File: config.mk
export PLATFORM = sky130hd
export DESIGN_NAME = barcode_entry_sequencer_flat
export DESIGN_NICKNAME = d
export VERILOG_FILES = /design/src/rtl/barcode_entry_sequencer_pkg.sv /design/src/rtl/barcode_entry_sequencer_if.sv /design/src/rtl/barcode_entry_sequencer_entry_timer.sv /design/src/rtl/barcode_entry_sequencer.sv /design/src/flat_wrapper.sv
export SDC_FILE = /design/constraint.sdc
export NUM_CORES = 1
export LEC_CHECK = 0
export ABC_CLOCK_PERIOD_IN_PS = 4019
export CORE_ASPECT_RATIO = 1.1
export CORE_UTILIZATION = 55
export CTS_BUF_LIST = sky130_fd_sc_hd__clkbuf_8
export CTS_CLUSTER_SIZE = 16
export DETAILED_ROUTE_END_ITERATION = 16
export GPL_ROUTABILITY_DRIVEN = 0
export PLACE_DENSITY = 0.74
export SETUP_SLACK_MARGIN = 0.3
export SYNTH_ARGS = -nofsm -noshare
export SYNTH_HDL_FRONTEND = slang
export SYNTH_SLANG_ARGS = --single-unit
File: constraint.sdc
create_clock -name CLK -period 4.02 [get_ports CLK]
set_input_delay 0.804 -clock CLK [delete_from_list [all_inputs] [get_ports CLK]]
set_output_delay 0.804 -clock CLK [all_outputs]
set_load 0.03 [all_outputs]
File: src/rtl/barcode_entry_sequencer_pkg.sv
// Shared key codes, FSM state encoding and key classification for the
// barcode entry sequencer.
package barcode_entry_sequencer_pkg;

  localparam logic [3:0] KEY_CLEAR   = 4'hA;
  localparam logic [3:0] KEY_ENTER   = 4'hB;
  // Value the shift register shows in every position after a clear.
  localparam logic [3:0] BLANK_DIGIT = 4'hF;

  typedef enum logic [2:0] {
    ST_IDLE   = 3'd0,
    ST_ENTRY  = 3'd1,
    ST_LOOKUP = 3'd2,
    ST_DONE   = 3'd3,
    ST_ERROR  = 3'd4
  } state_t;

  function automatic logic is_digit(input logic [3:0] code);
    return (code <= 4'd9);
  endfunction

endpackage

File: src/rtl/barcode_entry_sequencer_if.sv
// Keypad, shift-register and lookup signals of the barcode entry sequencer.
// The slave modport is the sequencer; the master modport is its environment.
interface barcode_entry_sequencer_if;
  logic       KEY_VALID;
  logic [3:0] KEY_CODE;
  logic       SR_ENABLE;
  logic [3:0] SR_DIGIT;
  logic       SR_CLEAR_N;
  logic       LOOKUP_REQ;
  logic       LOOKUP_ACK;
  logic       LOOKUP_FOUND;
  logic       ITEM_VALID;
  logic       ERROR;
  logic [2:0] DIGIT_COUNT;

  modport master (
    output KEY_VALID, KEY_CODE, LOOKUP_ACK, LOOKUP_FOUND,
    input  SR_ENABLE, SR_DIGIT, SR_CLEAR_N, LOOKUP_REQ, ITEM_VALID, ERROR, DIGIT_COUNT
  );

  modport slave (
    input  KEY_VALID, KEY_CODE, LOOKUP_ACK, LOOKUP_FOUND,
    output SR_ENABLE, SR_DIGIT, SR_CLEAR_N, LOOKUP_REQ, ITEM_VALID, ERROR, DIGIT_COUNT
  );
endinterface

File: src/rtl/barcode_entry_sequencer_entry_timer.sv
// Saturating down-counter with reload; expire pulses for one cycle on the
// cycle after the count reaches zero.
module barcode_entry_sequencer_entry_timer #(
  parameter int WIDTH = 8
) (
  input  logic             clk,
  input  logic             rst,
  input  logic             load,
  input  logic [WIDTH-1:0] load_value,
  input  logic             enable,
  output logic             expire
);

  logic [WIDTH-1:0] count_r;
  logic             expire_r;

  // Load wins over counting; a load also cancels any pending expiry.
  always_ff @(posedge clk) begin
    if (rst) begin
      count_r  <= '0;
      expire_r <= 1'b0;
    end else if (load) begin
      count_r  <= load_value;
      expire_r <= 1'b0;
    end else if (enable && (count_r != '0)) begin
      count_r  <= count_r - WIDTH'(1);
      expire_r <= (count_r == WIDTH'(1));
    end else begin
      expire_r <= 1'b0;
    end
  end

  assign expire = expire_r;

endmodule

File: src/rtl/barcode_entry_sequencer.sv
// Keypad-to-shift-register sequencer: shifts digits, checks the digit count,
// runs the item lookup handshake and reports ITEM_VALID or ERROR.
module barcode_entry_sequencer
  import barcode_entry_sequencer_pkg::*;
#(
  parameter int NUM_DIGITS   = 4,
  parameter int IDLE_TIMEOUT = 50_000_000,
  parameter int ERR_HOLD     = 25_000_000
) (
  input logic                        CLK,
  input logic                        RESET,
  barcode_entry_sequencer_if.slave   bus
);

  localparam int TMAX = (IDLE_TIMEOUT > ERR_HOLD) ? IDLE_TIMEOUT : ERR_HOLD;
  localparam int TW   = (TMAX > 2) ? $clog2(TMAX) : 1;
  // The timer expires one cycle after reaching zero, so reload with N-1.
  localparam logic [TW-1:0] IDLE_RELOAD = TW'(IDLE_TIMEOUT - 1);
  localparam logic [TW-1:0] ERR_RELOAD  = TW'(ERR_HOLD - 1);
  localparam logic [2:0]    FULL_COUNT  = 3'(NUM_DIGITS);

  state_t        state_r;
  logic          sr_enable_r;
  logic [3:0]    sr_digit_r;
  logic          sr_clear_n_r;
  logic          lookup_req_r;
  logic          item_valid_r;
  logic          error_r;
  logic [2:0]    digit_count_r;

  logic          tmr_load_s;
  logic [TW-1:0] tmr_value_s;
  logic          tmr_enable_s;
  logic          tmr_expire_s;

  // Timer reload: held loaded outside ENTRY/ERROR, so entering either state starts a fresh count.
  always_comb begin
    tmr_load_s  = 1'b0;
    tmr_value_s = IDLE_RELOAD;
    case (state_r)
      ST_IDLE, ST_DONE: begin
        tmr_load_s = 1'b1;
      end
      ST_ENTRY: begin
        if (bus.KEY_VALID) begin
          tmr_load_s = 1'b1;
          if ((bus.KEY_CODE == KEY_ENTER) && (digit_count_r != FULL_COUNT)) begin
            tmr_value_s = ERR_RELOAD;
          end else begin
            tmr_value_s = IDLE_RELOAD;
          end
        end else begin
          tmr_load_s = 1'b0;
        end
      end
      ST_LOOKUP: begin
        tmr_load_s  = 1'b1;
        tmr_value_s = ERR_RELOAD;
      end
      ST_ERROR: begin
        tmr_load_s = 1'b0;
      end
      default: begin
        tmr_load_s = 1'b1;
      end
    endcase
  end

  assign tmr_enable_s = (state_r == ST_ENTRY) || (state_r == ST_ERROR);

  barcode_entry_sequencer_entry_timer #(.WIDTH(TW)) u_timer (
    .clk        (CLK),
    .rst        (RESET),
    .load       (tmr_load_s),
    .load_value (tmr_value_s),
    .enable     (tmr_enable_s),
    .expire     (tmr_expire_s)
  );

  // Main FSM with registered outputs; strobes default low, clear defaults inactive.
  always_ff @(posedge CLK) begin
    if (RESET) begin
      state_r       <= ST_IDLE;
      sr_enable_r   <= 1'b0;
      sr_digit_r    <= 4'd0;
      sr_clear_n_r  <= 1'b0;
      lookup_req_r  <= 1'b0;
      item_valid_r  <= 1'b0;
      error_r       <= 1'b0;
      digit_count_r <= 3'd0;
    end else begin
      sr_enable_r  <= 1'b0;
      item_valid_r <= 1'b0;
      sr_clear_n_r <= 1'b1;
      case (state_r)
        ST_IDLE: begin
          if (bus.KEY_VALID) begin
            if (is_digit(bus.KEY_CODE)) begin
              sr_enable_r   <= 1'b1;
              sr_digit_r    <= bus.KEY_CODE;
              digit_count_r <= 3'd1;
              state_r       <= ST_ENTRY;
            end else if (bus.KEY_CODE == KEY_CLEAR) begin
              sr_clear_n_r  <= 1'b0;
              digit_count_r <= 3'd0;
            end
          end
        end
        ST_ENTRY: begin
          if (bus.KEY_VALID) begin
            if (is_digit(bus.KEY_CODE)) begin
              // A digit beyond the barcode length is dropped without a shift.
              if (digit_count_r < FULL_COUNT) begin
                sr_enable_r   <= 1'b1;
                sr_digit_r    <= bus.KEY_CODE;
                digit_count_r <= digit_count_r + 3'd1;
              end
            end else if (bus.KEY_CODE == KEY_CLEAR) begin
              sr_clear_n_r  <= 1'b0;
              digit_count_r <= 3'd0;
              state_r       <= ST_IDLE;
            end else if (bus.KEY_CODE == KEY_ENTER) begin
              if (digit_count_r == FULL_COUNT) begin
                lookup_req_r <= 1'b1;
                state_r      <= ST_LOOKUP;
              end else begin
                error_r <= 1'b1;
                state_r <= ST_ERROR;
              end
            end
          end else if (tmr_expire_s) begin
            sr_clear_n_r  <= 1'b0;
            digit_count_r <= 3'd0;
            state_r       <= ST_IDLE;
          end
        end
        ST_LOOKUP: begin
          if (bus.LOOKUP_ACK) begin
            lookup_req_r <= 1'b0;
            if (bus.LOOKUP_FOUND) begin
              item_valid_r <= 1'b1;
              state_r      <= ST_DONE;
            end else begin
              error_r <= 1'b1;
              state_r <= ST_ERROR;
            end
          end
        end
        ST_DONE: begin
          if (bus.KEY_VALID) begin
            sr_clear_n_r  <= 1'b0;
            digit_count_r <= 3'd0;
            state_r       <= ST_IDLE;
          end
        end
        ST_ERROR: begin
          if ((bus.KEY_VALID && (bus.KEY_CODE == KEY_CLEAR)) || tmr_expire_s) begin
            sr_clear_n_r  <= 1'b0;
            digit_count_r <= 3'd0;
            error_r       <= 1'b0;
            state_r       <= ST_IDLE;
          end
        end
        default: begin
          sr_clear_n_r  <= 1'b0;
          digit_count_r <= 3'd0;
          lookup_req_r  <= 1'b0;
          error_r       <= 1'b0;
          state_r       <= ST_IDLE;
        end
      endcase
    end
  end

  assign bus.SR_ENABLE   = sr_enable_r;
  assign bus.SR_DIGIT    = sr_digit_r;
  assign bus.SR_CLEAR_N  = sr_clear_n_r;
  assign bus.LOOKUP_REQ  = lookup_req_r;
  assign bus.ITEM_VALID  = item_valid_r;
  assign bus.ERROR       = error_r;
  assign bus.DIGIT_COUNT = digit_count_r;

endmodule
File: src/flat_wrapper.sv
// flat-port wrapper written by rule: the top's interface ports become plain ports
module barcode_entry_sequencer_flat import barcode_entry_sequencer_pkg::*;
#(
  parameter int NUM_DIGITS   = 4,
  parameter int IDLE_TIMEOUT = 50_000_000,
  parameter int ERR_HOLD     = 25_000_000
)
  (CLK, RESET, bus_KEY_VALID, bus_KEY_CODE, bus_LOOKUP_ACK, bus_LOOKUP_FOUND, bus_SR_ENABLE, bus_SR_DIGIT, bus_SR_CLEAR_N, bus_LOOKUP_REQ, bus_ITEM_VALID, bus_ERROR, bus_DIGIT_COUNT);
  barcode_entry_sequencer_if bus_i ();
  input logic CLK;
  input logic RESET;
  input wire logic [$bits(bus_i.KEY_VALID)-1:0] bus_KEY_VALID;
  input wire logic [$bits(bus_i.KEY_CODE)-1:0] bus_KEY_CODE;
  input wire logic [$bits(bus_i.LOOKUP_ACK)-1:0] bus_LOOKUP_ACK;
  input wire logic [$bits(bus_i.LOOKUP_FOUND)-1:0] bus_LOOKUP_FOUND;
  output wire logic [$bits(bus_i.SR_ENABLE)-1:0] bus_SR_ENABLE;
  output wire logic [$bits(bus_i.SR_DIGIT)-1:0] bus_SR_DIGIT;
  output wire logic [$bits(bus_i.SR_CLEAR_N)-1:0] bus_SR_CLEAR_N;
  output wire logic [$bits(bus_i.LOOKUP_REQ)-1:0] bus_LOOKUP_REQ;
  output wire logic [$bits(bus_i.ITEM_VALID)-1:0] bus_ITEM_VALID;
  output wire logic [$bits(bus_i.ERROR)-1:0] bus_ERROR;
  output wire logic [$bits(bus_i.DIGIT_COUNT)-1:0] bus_DIGIT_COUNT;
  assign bus_i.KEY_VALID = bus_KEY_VALID;
  assign bus_i.KEY_CODE = bus_KEY_CODE;
  assign bus_i.LOOKUP_ACK = bus_LOOKUP_ACK;
  assign bus_i.LOOKUP_FOUND = bus_LOOKUP_FOUND;
  assign bus_SR_ENABLE = bus_i.SR_ENABLE;
  assign bus_SR_DIGIT = bus_i.SR_DIGIT;
  assign bus_SR_CLEAR_N = bus_i.SR_CLEAR_N;
  assign bus_LOOKUP_REQ = bus_i.LOOKUP_REQ;
  assign bus_ITEM_VALID = bus_i.ITEM_VALID;
  assign bus_ERROR = bus_i.ERROR;
  assign bus_DIGIT_COUNT = bus_i.DIGIT_COUNT;
  barcode_entry_sequencer #(.NUM_DIGITS(NUM_DIGITS), .IDLE_TIMEOUT(IDLE_TIMEOUT), .ERR_HOLD(ERR_HOLD)) u_core (.CLK(CLK), .RESET(RESET), .bus(bus_i));
endmodule
==> results.md <==
* H-tree depth at 2
* Syn nets at 305
* Crit path top cell by count: nand2_1
* Post-Place Setup Slack at 722 ps
* DRC Markers at 0
* Crit start category: primary input
* Post-CTS Hold Buffers at 0
* Final TNS setup at 0 ps
* Total Routing Usage GR at 26.0%
* Clock latency at the later pin of the worst-skew pair at 290 ps
* Final WS setup at 989 ps
* Via density at 6.28
* Period minus WS final at 3030 ps
* Layout area overhead at 13.6%
* Total power at 0.988 mW
* WHS Endpoint: u_core.u_timer.count_r[6]
* CP delay by family, top: simple AND/OR/NAND/NOR gates
* Largest net degree at the start of global routing at 30
* Nets at 320
* Grt ovf at 0
* Layout Utilization at 67.0%
* Layout cells sized above 1 at 6.84%
* Combinational share of power at 18.3%
* Post-Syn Area at 0.00239 mm²
* DRT iter0 DRCs at 104
* Status: finished, final reports clean
* First-pass GRT wire length at 9.23 mm
* Synth cell types at 56
* Fin area at 0.00272 mm²
* RSZ-0062 raised after global routing: false
* Worst IR drop on VDD at 0.000240 V
* Port Buffers at 20
* Cells on worst reg2reg path at 7
* F_max at 330 MHz
* Slew margin rel. at 46.8%
* Post-CTS Resized at 0
* Die Wd at 64.9 µm
* Vias in the first global route at 2,003
* Slowest stage delay, CP at 560 ps
* Worst-path clk slew at 80 ps
* Syn_area_per_cell at 8.19 µm²
* Initial Util at 59.0%
* Total of warnings raised by yosys at 0
* Dpl cells at 352
* Cells after Synth at 292
* Die Y-Extent at 71.2 µm
* Final hold vios at 0
* Initial antenna violation count at 0
* Routed vias at 2,255
* Clk sinks at 42
* Post-synthesis sequential area ratio at 35.2%
* Net Sw Frac at 28.0%
* Leakage Power at 0.908 nW
* # diodes at 0
* CP Capture Type: flop
* Core area at 0.00405 mm²
* Power share of the sequential group at 47.4%
* Cts bufs inserted at 5
* Clock power share at 34.3%
* WP data required at 4260 ps
* Setup Viol. Count Final at 0
* Routed wire length at 5.49 mm
* EDFF count, synth at 0
* Total placed instance area at 0.00260 mm²
* DR pass1 iterations at 4
* Share of flip-flops with an asynchronous set or reset at 0%
* Max clock buf depth at 2
* Max-slew violations at 0
* Hpwl dp at 3.90 mm
* MaxCap Viol Count at 0
* CP Cell Sequence: clkdlybuf4s50_1 -> or3b_2 -> a21oi_1 -> nand2_1 -> or4_1 -> nand2_1
* Slowest-stage cell, CP: clkdlybuf4s50_1
* # IOs at 21
* Main flop type after synthesis: dfxtp_1
* Pwr per Cell Area at 364 mW/mm²
* Die area at 0.00462 mm²
* Critical Path Source: bus_KEY_VALID
* Worst min-delay path category: reg2reg
* Drt wl/cell at 15.3 µm
* TritonCTS clock tree: done
* Crit path DAT at 3270 ps
* Root buffer cell: clkbuf_8
* P_sw at 0.276 mW
* Critical Path Fanout Max at 10
* RR Startpoint: u_core.u_timer.count_r[0]
* CP Class: in2reg
* Cells on Worst Hold Path at 2
* RR Endpoint: u_core.u_timer.count_r[4]
* WP buf/inv at 1
* Crit share post-route at 75.4%
* Finished Layout Cells at 359
* Row count at 24
* Setup Fix Bufs, Post-CTS at 0
* Filler instances at 342
* Worst-Margin Slew at 788 ps
* FF+latch count, synth at 42
* Antenna viol nets, final at 0
* Flop-to-flop setup slack at 1170 ps
* Hold slack at 470 ps
* Hold path startpoint: u_core.u_timer.count_r[6]
* Internal cell power at 0.712 mW
* Clk_skew at 7.58 ps
[cells by family (layout without fill, tap and decap cells)]
logic type | Yosys count | after routing | share of synthesized area (%)
AOI/OAI and AO/OA | 89 | 89 | 25.4
xor gates and xnor gates | 3 | 3 | 1.10
adders and majority gates | 4 | 4 | 2.09
buffers and inverters | 26 | 41 | 4.76
DFF | 42 | 42 | 35.2
muxes | 7 | 7 | 3.04
and+or+nand+nor | 121 | 121 | 28.5
[how the worst max path moves through the flow]
| stage | to | depth (start not counted) |
|---|---|---|
| CTS | u_core.u_timer.count_r[7] | 6 |
| global route | u_core.u_timer.count_r[7] | 6 |
| floorplan | u_core.u_timer.count_r[12] | 6 |
| global placement | u_core.u_timer.count_r[7] | 6 |
| detailed placement | u_core.u_timer.count_r[7] | 6 |
| finish | u_core.u_timer.count_r[7] | 6 |
[cells in the mapped netlist, drive strengths merged (2+ instances only)]
library cell  number  share of area, %
nor3b              3              0.94
or3               11               2.9
nand3              5               1.0
inv               11               1.7
o41ai              3               1.1
xnor2              2              0.73
nor4               8               2.1
nor3               9               2.1
a21oi             20               4.2
nand2             18               2.8
a31o               3               1.1
a211oi             5               1.6
and3               2              0.52
a22oi              2              0.63
mux2i              5               2.1
buf                3               1.2
a31oi             17               4.4
nor2b              4               1.0
nand4              7               1.8
mux2               2              0.94
o21a               2              0.63
a41oi              2              0.73
o21ai             10               2.1
and2               3              0.79
nor2              24               3.8
nand2b             6               1.6
or2                3              0.79
o211ai             6               1.9
ha                 4               2.1
o31ai              7               2.8
a311oi             3               1.1
o31a               2              0.73
dfxtp             42                35
clkbuf            11               1.7
or4               11               3.6
[power by group through the flow]
stage | combinational (mW) | sequential [mW] | clock (mW)
floorplan | 0.122 | 0.481 | 0
global placement | 0.178 | 0.477 | 0
detailed placement | 0.180 | 0.477 | 0
CTS | 0.181 | 0.468 | 0.348
global route | 0.201 | 0.473 | 0.366
finish | 0.181 | 0.469 | 0.339
[registers in the layout, summed over array words and instances (netlist names), 3 cells and up]
register                count
u_core.bus.DIGIT_COUNT      3
u_core.bus.SR_DIGIT         4
u_core.state_r              3
u_core.u_timer.count_r     26
[final cells by class]
type	instances	area [µm²]	area share, %
Multi-Input combinational cell	224	1440	52.9
Sequential cell	42	841	31.0
Timing Repair Buffer	22	215	7.93
Tap cell	52	65.1	2.40
Clock inverter	1	30.0	1.11
Clock buffer	6	82.6	3.04
Inverter	12	45.0	1.66
[tightest hold or removal path, cell delays in order (launching register included)]
cell and delay [ps]:
dfxtp_1 320, nand2_1 50, o22ai_1 50
[cell usage in the layout, fill, tap and decap left out, types with 2 or more instances in the layout]
cell             count
dfxtp_1             42
nor2_1              24
a21oi_1             20
clkdlybuf4s50_1     20
nand2_1             18
a31oi_1             17
inv_1               11
or3_1               11
or4_1               10
o21ai_0              9
nor4_1               8
nor3_1               8
nand4_1              7
nand2b_1             6
o31ai_1              6
o211ai_1             6
clkbuf_8             6
mux2i_1              5
a211oi_1             5
nand3_1              5
nor2b_1              4
ha_1                 4
and2_1               3
nor3b_1              3
a31o_2               3
or2_2                3
o41ai_1              3
a311oi_1             3
a41oi_1              2
o21a_1               2
and3_1               2
mux2_2               2
xnor2_1              2
o31a_1               2
a22oi_1              2
buf_4                2
[layer usage]
| layer | share of wire (%) | routed length, µm | up-vias | GRT usage, % |
|---|---|---|---|---|
| met1 | 48 | 2620 | 1046 | 32.8 |
| met5 | 0 | 0 | - | 0 |
| li1 | - | - | 1154 | - |
| met3 | 3.1 | 170 | 4 | 6.45 |
| met2 | 48 | 2650 | 51 | 43.4 |
| met4 | 0.73 | 40 | 0 | 7.16 |
(Power assumes the default switching activity.)
